## src/rtl/p_clic_ctrl_if.sv

```systemverilog
// Interrupt/config/handshake bundle between p_clic_ctrl (slave) and the core plus
// config agent (master).
interface p_clic_ctrl_if #(
    parameter int NrSources  = 4,
    parameter int PrioWidth  = 3,
    parameter int StackDepth = (1 << PrioWidth) - 1,
    parameter int SrcWidth   = $clog2(NrSources),
    parameter int DepthWidth = $clog2(StackDepth + 1)
);
    logic [NrSources-1:0]  irq_i;
    logic                  cfg_we;
    logic [SrcWidth-1:0]   cfg_idx;
    logic [PrioWidth-1:0]  cfg_prio;
    logic                  cfg_en;
    logic                  req_o;
    logic [SrcWidth-1:0]   req_index_o;
    logic [PrioWidth-1:0]  req_prio_o;
    logic                  take_i;
    logic                  complete_i;
    logic [PrioWidth-1:0]  threshold_o;
    logic [DepthWidth-1:0] depth_o;
    logic                  err_o;

    modport slave (
        input  irq_i, cfg_we, cfg_idx, cfg_prio, cfg_en, take_i, complete_i,
        output req_o, req_index_o, req_prio_o, threshold_o, depth_o, err_o
    );

    modport master (
        output irq_i, cfg_we, cfg_idx, cfg_prio, cfg_en, take_i, complete_i,
        input  req_o, req_index_o, req_prio_o, threshold_o, depth_o, err_o
    );
endinterface

```

## src/rtl/p_clic_ctrl.sv

```systemverilog
// Interrupt sequencing controller: pending/enable/priority state, arbitration against a
// nested threshold stack, and a req/take/complete handshake. P_CLIC_EDGE_EN selects edge mode.
module p_clic_ctrl #(
    parameter int NrSources  = 4,
    parameter int PrioWidth  = 3,
    parameter int StackDepth = (1 << PrioWidth) - 1
) (
    input logic          clk,
    input logic          reset,
    p_clic_ctrl_if.slave bus
);
    localparam int SrcWidth   = $clog2(NrSources);
    localparam int DepthWidth = $clog2(StackDepth + 1);
    localparam logic [DepthWidth-1:0] DepthMax = DepthWidth'(StackDepth);

    typedef enum logic [1:0] {
        S_IDLE,
        S_REQ,
        S_SETTLE
    } state_e;

    state_e                r_state;
    state_e                w_state_nxt;
    logic [NrSources-1:0]  r_p;
    logic [NrSources-1:0]  r_en;
    logic [PrioWidth-1:0]  r_prio [NrSources];
    logic                  r_req;
    logic [SrcWidth-1:0]   r_req_idx;
    logic [PrioWidth-1:0]  r_req_prio;
    logic [PrioWidth-1:0]  r_thr;
    logic [DepthWidth-1:0] r_depth;
    logic                  r_err;
    logic [PrioWidth-1:0]  r_stack [StackDepth];

    logic                  w_found;
    logic [SrcWidth-1:0]   w_win_idx;
    logic [PrioWidth-1:0]  w_win_prio;
    logic                  w_take_ok;
    logic                  w_cmpl_ok;
    logic                  w_err;
    logic [DepthWidth-1:0] w_pop_idx;

    // Highest priority above threshold wins; >= on ties lets the later (higher) index win.
    // NOTE: every output of a combinational block gets a default first, so no path can infer a latch.
    always_comb begin
        w_found    = 1'b0;
        w_win_idx  = '0;
        w_win_prio = '0;
        for (int i = 0; i < NrSources; i++) begin
            if (r_p[i] && r_en[i] && (r_prio[i] > r_thr) &&
                (!w_found || (r_prio[i] >= w_win_prio))) begin
                w_found    = 1'b1;
                w_win_idx  = SrcWidth'(i);
                w_win_prio = r_prio[i];
            end
        end
    end

    always_comb begin
        w_take_ok = bus.take_i && r_req && (r_depth != DepthMax);
        w_cmpl_ok = bus.complete_i && !bus.take_i && (r_depth != '0);
        w_err     = (bus.take_i && !r_req) ||
                    (bus.take_i && (r_depth == DepthMax)) ||
                    (bus.take_i && bus.complete_i) ||
                    (bus.complete_i && (r_depth == '0));
        w_pop_idx = r_depth - DepthWidth'(1);
    end

    always_comb begin
        w_state_nxt = r_state;
        unique case (r_state)
            S_IDLE:   if (w_found) w_state_nxt = S_REQ;
            S_REQ:    if (w_take_ok) w_state_nxt = S_SETTLE;
            S_SETTLE: w_state_nxt = S_IDLE;
            default:  w_state_nxt = S_IDLE;
        endcase
    end

    // NOTE: clocked state uses non-blocking assignments so every register samples pre-edge values.
    always_ff @(posedge clk) begin
        if (reset) begin
            r_state    <= S_IDLE;
            r_req      <= 1'b0;
            r_req_idx  <= '0;
            r_req_prio <= '0;
            r_thr      <= '0;
            r_depth    <= '0;
            r_err      <= 1'b0;
        end else begin
            r_state <= w_state_nxt;
            r_err   <= w_err;
            if ((r_state == S_IDLE) && w_found) begin
                r_req      <= 1'b1;
                r_req_idx  <= w_win_idx;
                r_req_prio <= w_win_prio;
            end else if (w_take_ok) begin
                r_req <= 1'b0;
            end
            if (w_take_ok) begin
                r_thr   <= r_req_prio;
                r_depth <= r_depth + DepthWidth'(1);
            end else if (w_cmpl_ok) begin
                r_thr   <= r_stack[w_pop_idx];
                r_depth <= w_pop_idx;
            end
        end
    end

    // NOTE: the stack is plain storage; depth alone says which entries are live, so it has no reset.
    always_ff @(posedge clk) begin
        if (w_take_ok) r_stack[r_depth] <= r_thr;
    end

`ifdef P_CLIC_EDGE_EN
    logic [NrSources-1:0] r_irq_q;
    logic [NrSources-1:0] w_clr;

    always_comb begin
        w_clr = '0;
        if (w_take_ok) w_clr[r_req_idx] = 1'b1;
    end
`endif

    always_ff @(posedge clk) begin
        if (reset) begin
            r_p  <= '0;
            r_en <= '0;
            for (int i = 0; i < NrSources; i++) r_prio[i] <= '0;
`ifdef P_CLIC_EDGE_EN
            r_irq_q <= '0;
`endif
        end else begin
            if (bus.cfg_we) begin
                r_en[bus.cfg_idx]   <= bus.cfg_en;
                r_prio[bus.cfg_idx] <= bus.cfg_prio;
            end
`ifdef P_CLIC_EDGE_EN
            // A new edge on the source being taken is a fresh event, so set beats clear.
            r_irq_q <= bus.irq_i;
            r_p     <= (r_p & ~w_clr) | (bus.irq_i & ~r_irq_q);
`else
            r_p <= bus.irq_i;
`endif
        end
    end

    assign bus.req_o       = r_req;
    assign bus.req_index_o = r_req_idx;
    assign bus.req_prio_o  = r_req_prio;
    assign bus.threshold_o = r_thr;
    assign bus.depth_o     = r_depth;
    assign bus.err_o       = r_err;
endmodule

```

## src/flat_wrapper.sv

```systemverilog
// flat-port wrapper written by rule: the top's interface ports become plain ports
module p_clic_ctrl_flat 
#(
    parameter int NrSources  = 4,
    parameter int PrioWidth  = 3,
    parameter int StackDepth = (1 << PrioWidth) - 1
)
  (clk, reset, bus_irq_i, bus_cfg_we, bus_cfg_idx, bus_cfg_prio, bus_cfg_en, bus_take_i, bus_complete_i, bus_req_o, bus_req_index_o, bus_req_prio_o, bus_threshold_o, bus_depth_o, bus_err_o);
  p_clic_ctrl_if #(.NrSources(NrSources), .PrioWidth(PrioWidth), .StackDepth(StackDepth)) bus_i ();
  input logic clk;
  input logic reset;
  input wire logic [$bits(bus_i.irq_i)-1:0] bus_irq_i;
  input wire logic [$bits(bus_i.cfg_we)-1:0] bus_cfg_we;
  input wire logic [$bits(bus_i.cfg_idx)-1:0] bus_cfg_idx;
  input wire logic [$bits(bus_i.cfg_prio)-1:0] bus_cfg_prio;
  input wire logic [$bits(bus_i.cfg_en)-1:0] bus_cfg_en;
  input wire logic [$bits(bus_i.take_i)-1:0] bus_take_i;
  input wire logic [$bits(bus_i.complete_i)-1:0] bus_complete_i;
  output wire logic [$bits(bus_i.req_o)-1:0] bus_req_o;
  output wire logic [$bits(bus_i.req_index_o)-1:0] bus_req_index_o;
  output wire logic [$bits(bus_i.req_prio_o)-1:0] bus_req_prio_o;
  output wire logic [$bits(bus_i.threshold_o)-1:0] bus_threshold_o;
  output wire logic [$bits(bus_i.depth_o)-1:0] bus_depth_o;
  output wire logic [$bits(bus_i.err_o)-1:0] bus_err_o;
  assign bus_i.irq_i = bus_irq_i;
  assign bus_i.cfg_we = bus_cfg_we;
  assign bus_i.cfg_idx = bus_cfg_idx;
  assign bus_i.cfg_prio = bus_cfg_prio;
  assign bus_i.cfg_en = bus_cfg_en;
  assign bus_i.take_i = bus_take_i;
  assign bus_i.complete_i = bus_complete_i;
  assign bus_req_o = bus_i.req_o;
  assign bus_req_index_o = bus_i.req_index_o;
  assign bus_req_prio_o = bus_i.req_prio_o;
  assign bus_threshold_o = bus_i.threshold_o;
  assign bus_depth_o = bus_i.depth_o;
  assign bus_err_o = bus_i.err_o;
  p_clic_ctrl #(.NrSources(NrSources), .PrioWidth(PrioWidth), .StackDepth(StackDepth)) u_core (.clk(clk), .reset(reset), .bus(bus_i));
endmodule
```

## config.mk

```make
export PLATFORM = sky130hd
export DESIGN_NAME = p_clic_ctrl_flat
export DESIGN_NICKNAME = d
export VERILOG_FILES = /design/src/rtl/p_clic_ctrl_if.sv /design/src/rtl/p_clic_ctrl.sv /design/src/flat_wrapper.sv
export SDC_FILE = /design/constraint.sdc
export NUM_CORES = 1
export LEC_CHECK = 0
export CORE_AREA = 5 5 131 96
export CTS_CLUSTER_SIZE = 16
export DETAILED_ROUTE_END_ITERATION = 12
export DIE_AREA = 0 0 136 101
export PLACE_DENSITY_LB_ADDON = 0.05
export SYNTH_ARGS = -nofsm -noshare
export SYNTH_HDL_FRONTEND = slang
export SYNTH_SLANG_ARGS = --single-unit
export TNS_END_PERCENT = 100
```

## constraint.sdc

```tcl
create_clock -name clk -period 7.07 [get_ports clk]
set_input_delay 2.121 -clock clk [delete_from_list [all_inputs] [get_ports clk]]
set_output_delay 2.121 -clock clk [all_outputs]
set_load 0.02 [all_outputs]
```

======== Word-level counts from Yosys, hierarchy flattened ========
Memory sizes are Yosys's and may differ from the RTL's.
Cells that the tools add are included.
storage, ports and cells
  input port bits ......................... 15
  word-level logic and storage cells ...... 99
  bits in writable memories ............... 33
  output and inout port bits .............. 13
  flip-flop bits (word level) ............. 23
  memories ................................ 2
operators by class
  reductions and logical operators ........ 39
  muxes and demuxes ....................... 33
  equal/unequal tests ..................... 5
  $add $sub $neg .......................... 2
  order comparisons ....................... 9
memory list
  name            words  bits a word  read ports  clocked after Yosys merged registers in  wr ports  line               text
  u_core.r_stack  7      3            1           0                                        1         p_clic_ctrl.sv:33  logic [PrioWidth-1:0] r_stack [StackDepth];
  u_core.r_prio   4      3            4           0                                        4         p_clic_ctrl.sv:26  logic [PrioWidth-1:0] r_prio [NrSources];
operators by type and width
  cell                                                                                  number
  3-bit two-way mux                                                                     9
  1-bit logical AND                                                                     21
  1-bit two-way mux                                                                     16
  3-bit greater-than comparator                                                         4
  2-bit two-way mux                                                                     5
  3-bit greater-or-equal comparator                                                     3
  1-bit logical OR                                                                      6
  1-bit zero test                                                                       5
  4-bit bitwise mux                                                                     1
  2-bit by 1-bit inequality test with 1-bit output (second input constant)              2
  2-bit one-hot mux with 2 select lines                                                 1
  2-bit nonzero test                                                                    2
  3-bit by 1-bit adder with 3-bit output (second input constant)                        1
  3-bit == test (second input constant)                                                 1
  3-bit zero test                                                                       1
  2-bit by 3-bit less-than comparator with 1-bit output (second input constant)         1
  3-bit inequality test (second input constant)                                         1
  3-bit nonzero test                                                                    1
  3-bit OR reduction                                                                    1
  3-bit by 1-bit subtractor with 3-bit output (second input constant)                   1
  1-bit demux with 2-bit select                                                         1
  2-bit by 1-bit == test with 1-bit output (second input constant)                      1
  2-bit by 1-bit greater-or-equal comparator with 1-bit output (second input constant)  1
  2-bit zero test                                                                       1
  2-bit AND reduction                                                                   1

======== Depth between registers and ports, before layout ========
An unclocked memory read counts as a cell.
  depth after elaboration ................. 18
  depth in mapped cells ................... 26
  depth with buffers taken out ............ 26

======== Worst setup path before layout ========
Ideal clock, no wire load.
  path type ............................... register to register
  start ................................... reg u_core.r_thr[2] (netlist: u_core.bus.threshold_o[2])
  end ..................................... reg u_core.r_req_prio[2] (netlist: u_core.bus.req_prio_o[2])
  library setup time ...................... 88 ps
  path buffers ............................ 0
  clock period less this slack ............ 5,518 ps
  required time ........................... 6,982 ps
  cell stages (with the launch flop) ...... 27
  arrival ................................. 5,429 ps
  slack ................................... 1,552 ps
  cells stage by stage .................... dfxtp_1 > inv_1 > ha_1 > nand3_2 > o2111ai_1 > or2_2 > nor2_1 > ha_1 > nand2b_1 > a21o_1 > a21oi_1 > a21oi_2 > a22o_1 > ha_1 > nand2b_1 > a21o_1 > a21oi_1 > a21o_2 > mux2_2 > ha_1 > nand2b_1 > a21oi_1 > nor2b_1 > a311oi_4 > nor2_2 > a211o_1 > a311oi_2
between the ends
  word-level cells in the longest chain between the ends .. 16
  elaborated cells between the ends (all ways) .. 29
  those cells by class .................... 7 x order compare; 8 x mux; 14 x reduce/logical
RTL lines
  what                                                                         line                text
  start: declaration                                                           p_clic_ctrl.sv:30   logic [PrioWidth-1:0] r_thr;
  start signal: assignment                                                     p_clic_ctrl.sv:100  r_thr <= r_req_prio;
  start signal: assignment                                                     p_clic_ctrl.sv:103  r_thr <= r_stack[w_pop_idx];
  3-bit greater-than comparator                                                p_clic_ctrl.sv:50   if (r_p[i] && r_en[i] && (r_prio[i] > r_thr) &&
  1-bit logical AND                                                            p_clic_ctrl.sv:50
  3-bit two-way mux / 1-bit two-way mux (equally long branches)                p_clic_ctrl.sv:50
  3-bit greater-or-equal comparator / 1-bit zero test (equally long branches)  p_clic_ctrl.sv:51   (!w_found || (r_prio[i] >= w_win_prio))) begin
  1-bit logical OR                                                             p_clic_ctrl.sv:51
  1-bit logical AND                                                            p_clic_ctrl.sv:50
  3-bit two-way mux / 1-bit two-way mux (equally long branches)                p_clic_ctrl.sv:50
  3-bit greater-or-equal comparator / 1-bit zero test (equally long branches)  p_clic_ctrl.sv:51
  1-bit logical OR                                                             p_clic_ctrl.sv:51
  1-bit logical AND                                                            p_clic_ctrl.sv:50
  3-bit two-way mux / 1-bit two-way mux (equally long branches)                p_clic_ctrl.sv:50
  3-bit greater-or-equal comparator / 1-bit zero test (equally long branches)  p_clic_ctrl.sv:51
  1-bit logical OR                                                             p_clic_ctrl.sv:51
  1-bit logical AND                                                            p_clic_ctrl.sv:50
  1-bit two-way mux                                                            p_clic_ctrl.sv:50
  1-bit logical AND                                                            p_clic_ctrl.sv:92   if ((r_state == S_IDLE) && w_found) begin
  end signal: assignment                                                       p_clic_ctrl.sv:95   r_req_prio <= w_win_prio;
  end: declaration                                                             p_clic_ctrl.sv:29   logic [PrioWidth-1:0] r_req_prio;
Several ways; a longest one is shown, not always the timed one.
A chain may end at the register's enable or synchronous reset.

======== Final worst setup path ========
  start ................................... reg u_core.r_thr[1] (netlist: u_core.bus.threshold_o[1])
  end ..................................... reg u_core.r_req_prio[2] (netlist: u_core.bus.req_prio_o[2])
Same word-level chain as after synthesis.

==> results.sh <==
export IMPL_status="complete, no violations"
export IMPL_wl_per_cell_um=16.43
export IMPL_layout_drive_gt1_share=0.1014
export IMPL_fin_hold_ws_ns=0.4760
export IMPL_grt_max_degree=29
export IMPL_grt_setup_unrepaired="false"
export IMPL_power_frac_comb=0.121
export IMPL_grt_pass1_vias=1987
export IMPL_cts_resized=0
export IMPL_fp_dieW_um=136
export IMPL_wl_mm=7.443
export IMPL_setup_viol=0
export IMPL_p_int_mw=0.5375
export IMPL_htree_levels=2
export IMPL_p_leak_nw=1.265
export IMPL_ios=28
export IMPL_synth_avg_cell_area_um2=11.01
export IMPL_seq_area_frac_synth=0.4936
export IMPL_crit_end="u_core.bus.req_prio_o[2]$_SDFFE_PP0P_"
export IMPL_clock_root_buffer="clkbuf_16"
export IMPL_yosys_top_cells_area="edfxtp_1, dfxtp_1, ha_1, nor2_1, mux2i_1"
export IMPL_clkPwrFrac=0.363
export IMPL_r2r_end="u_core.bus.req_prio_o[2]$_SDFFE_PP0P_"
export IMPL_core_mm2=0.01127
export IMPL_maxCapViolations=0
export IMPL_worst_pin_slew_ns=0.8774
export IMPL_rows=33
export IMPL_hold_class="flop to flop"
export IMPL_post_route_drc_count=0
export IMPL_fin_util=0.3140
export IMPL_clock_sinks=56
export IMPL_routed_via_density=4.483
export IMPL_hpwl_mm=5.790
export IMPL_syn_inst=267
export IMPL_overflow=0
export IMPL_crit_path_end_kind="flop"
export IMPL_yosysMostFrequentCell="nor2_1"
export IMPL_fin_tns_setup_ns=0
export IMPL_synth_flop_cell="edfxtp_1"
export IMPL_die_h_um=101
export IMPL_synth_seq_cells=56
export IMPL_numCtsBuffers=5
export IMPL_synth_top_cell_area_share=0.3370
export IMPL_yosys_warnings=0
export IMPL_switchingPower_mw=0.1806
export IMPL_gp_congestion=0.7335
export IMPL_cts_setup_buffers=0
export IMPL_drt_pass1_iterations=4
export IMPL_fin_nets=335
export IMPL_fin_skew_ns=0.004753
export IMPL_fmax_ghz=0.1669
export IMPL_criticalPathCategory="flop to flop"
export IMPL_diodes=0
export IMPL_r2r_start="u_core.bus.threshold_o[1]$_SDFFE_PP0P_"
export IMPL_fin_cells=453
export IMPL_grt_pass1_wl_mm=11.87
export IMPL_timing_final_crit_period_ns=5.993
export IMPL_synth_top_area_cell="edfxtp_1"
export IMPL_slew_headroom=0.4096
export IMPL_finalCritPeriodShare=0.8477
export IMPL_worstSetupStartpoint="u_core.bus.threshold_o[1]$_SDFFE_PP0P_"
export IMPL_p_sw_frac=0.2515
export IMPL_antenna_found_initial=0
export IMPL_cp_data_arrival_time_ns=6.21
export IMPL_reg2reg_slack_ns=1.08
export IMPL_synth_area_mm2=0.002940
export IMPL_powerDensity_mw_per_mm2=202.9
export IMPL_netlist_top_cells_count="nor2_1, edfxtp_1, ha_1"
export IMPL_required_ns=7.29
export IMPL_numPortBuffers=27
export IMPL_dp_cells=445
export IMPL_synthArstFlopShare=0
export IMPL_clkLatencyLatePin_ns=0.30
export IMPL_seqPwrFrac=0.516
export IMPL_path_clk_slew_ns=0.07
export IMPL_die_area_mm2=0.01374
export IMPL_ys_types=52
export IMPL_startpoint_type="flop"
export IMPL_synth_edf_count=33
export IMPL_maxSlewViolCount=0
export IMPL_grtUsageTotal=0.1160
export IMPL_cts_path_max_buffers=2
export IMPL_ctsHoldBuffers=0
export IMPL_cts_tree="built"
export IMPL_start_util=0.2609
export IMPL_crit_fanout=10
export IMPL_drt_initial_drc_count=97
export IMPL_vdd_ir_drop_max_mv=0.08857
export IMPL_rr_worst_depth=26
export IMPL_syn_nets=307
export IMPL_hold_viol_final=0
export IMPL_ant_nets=0
export IMPL_num_vias=2031
export IMPL_synthToLayoutAreaGrowth_pct=20.38
metrics by stage:
stage | instance area [µm²] | total power [mW] | worst slack (ns)
finish | 3540 | 0.7181 | 1.077
floorplan | 2940 | 0.4297 | 1.552
global route | 3540 | 0.7529 | 0.6150
CTS | 3540 | 0.7305 | 1.040
detailed placement | 3390 | 0.4659 | 1.080
global placement | 3390 | 0.4660 | 1.150
critical path, stage by stage (launching register included):
cell	delay, ns
dfxtp_1	0.55
inv_1	0.20
ha_1	0.37
nand3_2	0.06
o2111ai_1	0.18
or2_2	0.37
nor2_1	0.10
ha_1	0.23
nand2b_1	0.14
a21o_1	0.18
a21oi_1	0.21
a21oi_2	0.12
a22o_1	0.29
ha_1	0.29
nand2b_1	0.14
a21o_1	0.17
a21oi_1	0.17
a21o_2	0.24
mux2_2	0.35
ha_1	0.28
nand2b_1	0.14
a21oi_1	0.15
nor2b_1	0.08
a311oi_4	0.29
nor2_2	0.13
a211o_1	0.25
a311oi_2	0.22
registers in the layout (all words and copies together) (netlist names):
| name | flops |
|---|---|
| u_core.r_stack | 21 |
| u_core.r_prio | 12 |
| u_core.r_en | 4 |
| u_core.r_p | 4 |
| u_core.bus.depth_o | 3 |
| u_core.bus.req_prio_o | 3 |
| u_core.bus.threshold_o | 3 |
| u_core.bus.req_index_o | 2 |
| u_core.r_state | 2 |
| u_core.bus.err_o | 1 |
| u_core.bus.req_o | 1 |
worst min-delay path by stage:
stage | from | end | slack, ns | cells past startpoint
after global placement | u_core.r_state[1]$_SDFFE_PP0P_ | u_core.r_state[1]$_SDFFE_PP0P_ | 0.47 | 1
after detailed placement | u_core.r_state[1]$_SDFFE_PP0P_ | u_core.r_state[1]$_SDFFE_PP0P_ | 0.47 | 1
final | u_core.r_state[1]$_SDFFE_PP0P_ | u_core.r_state[1]$_SDFFE_PP0P_ | 0.48 | 1
after CTS | u_core.r_state[1]$_SDFFE_PP0P_ | u_core.r_state[1]$_SDFFE_PP0P_ | 0.48 | 1
after global routing | u_core.r_state[1]$_SDFFE_PP0P_ | u_core.r_state[1]$_SDFFE_PP0P_ | 0.50 | 1
after floorplan | u_core.r_state[1]$_SDFFE_PP0P_ | u_core.r_state[1]$_SDFFE_PP0P_ | 0.44 | 1
power groups by stage:
stage / clock, mW / sequential, mW / combinational (mW)
2_1_floorplan: 0 / 0.373 / 0.0568
3_3_place_gp: 0 / 0.378 / 0.0877
3_5_place_dp: 0 / 0.378 / 0.0879
4_1_cts: 0.272 / 0.371 / 0.0883
5_1_grt: 0.283 / 0.373 / 0.0977
6_report: 0.261 / 0.370 / 0.0872
metal layers:
| metal | vias to the layer above | GRT usage | share of wire |
|---|---|---|---|
| li1 | 1035 | - | - |
| met1 | 945 | 0.2020 | 0.61 |
| met2 | 44 | 0.1297 | 0.34 |
| met3 | 7 | 0.02794 | 0.046 |
| met4 | 0 | 0.03253 | 0.012 |
| met5 | - | 0 | 0 |
kinds of logic after synthesis:
logic type | share of synthesized area
and+or+nand+nor | 0.1647
DFF | 0.4936
AOI/OAI and AO/OA | 0.1400
buffers and inverters | 0.03277
adders and majority gates | 0.1064
muxes | 0.05404
xor gates and xnor gates | 0.008513
layout by cell type, fill, tap and decap left out, drive strengths merged, types with 3 or more instances in the layout:
master         count
nor2              44
nor3               4
clkdlybuf4s50     27
mux4               3
a21oi             16
edfxtp            33
nor2b              7
clkbuf             7
ha                25
a311oi             4
a31oi              3
nand2b             9
inv               17
nand2             12
dfxtp             23
a211oi             6
nand3              3
nand3b             3
a221oi             3
a21o               5
o21ai              7
mux2i              8
cell type report:
| type | count | area (µm²) |
|---|---|---|
| fill | 1175 | 7732 |
| sequential | 56 | 1451 |
| multi-input combinational | 186 | 1393 |
| timing repair buffer | 29 | 285.3 |
| tap | 157 | 196.4 |
| clock buffer | 7 | 142.6 |
| inverter | 17 | 63.81 |
| clock inverter | 1 | 7.507 |
Note: power is estimated with default switching activity, not from simulation.
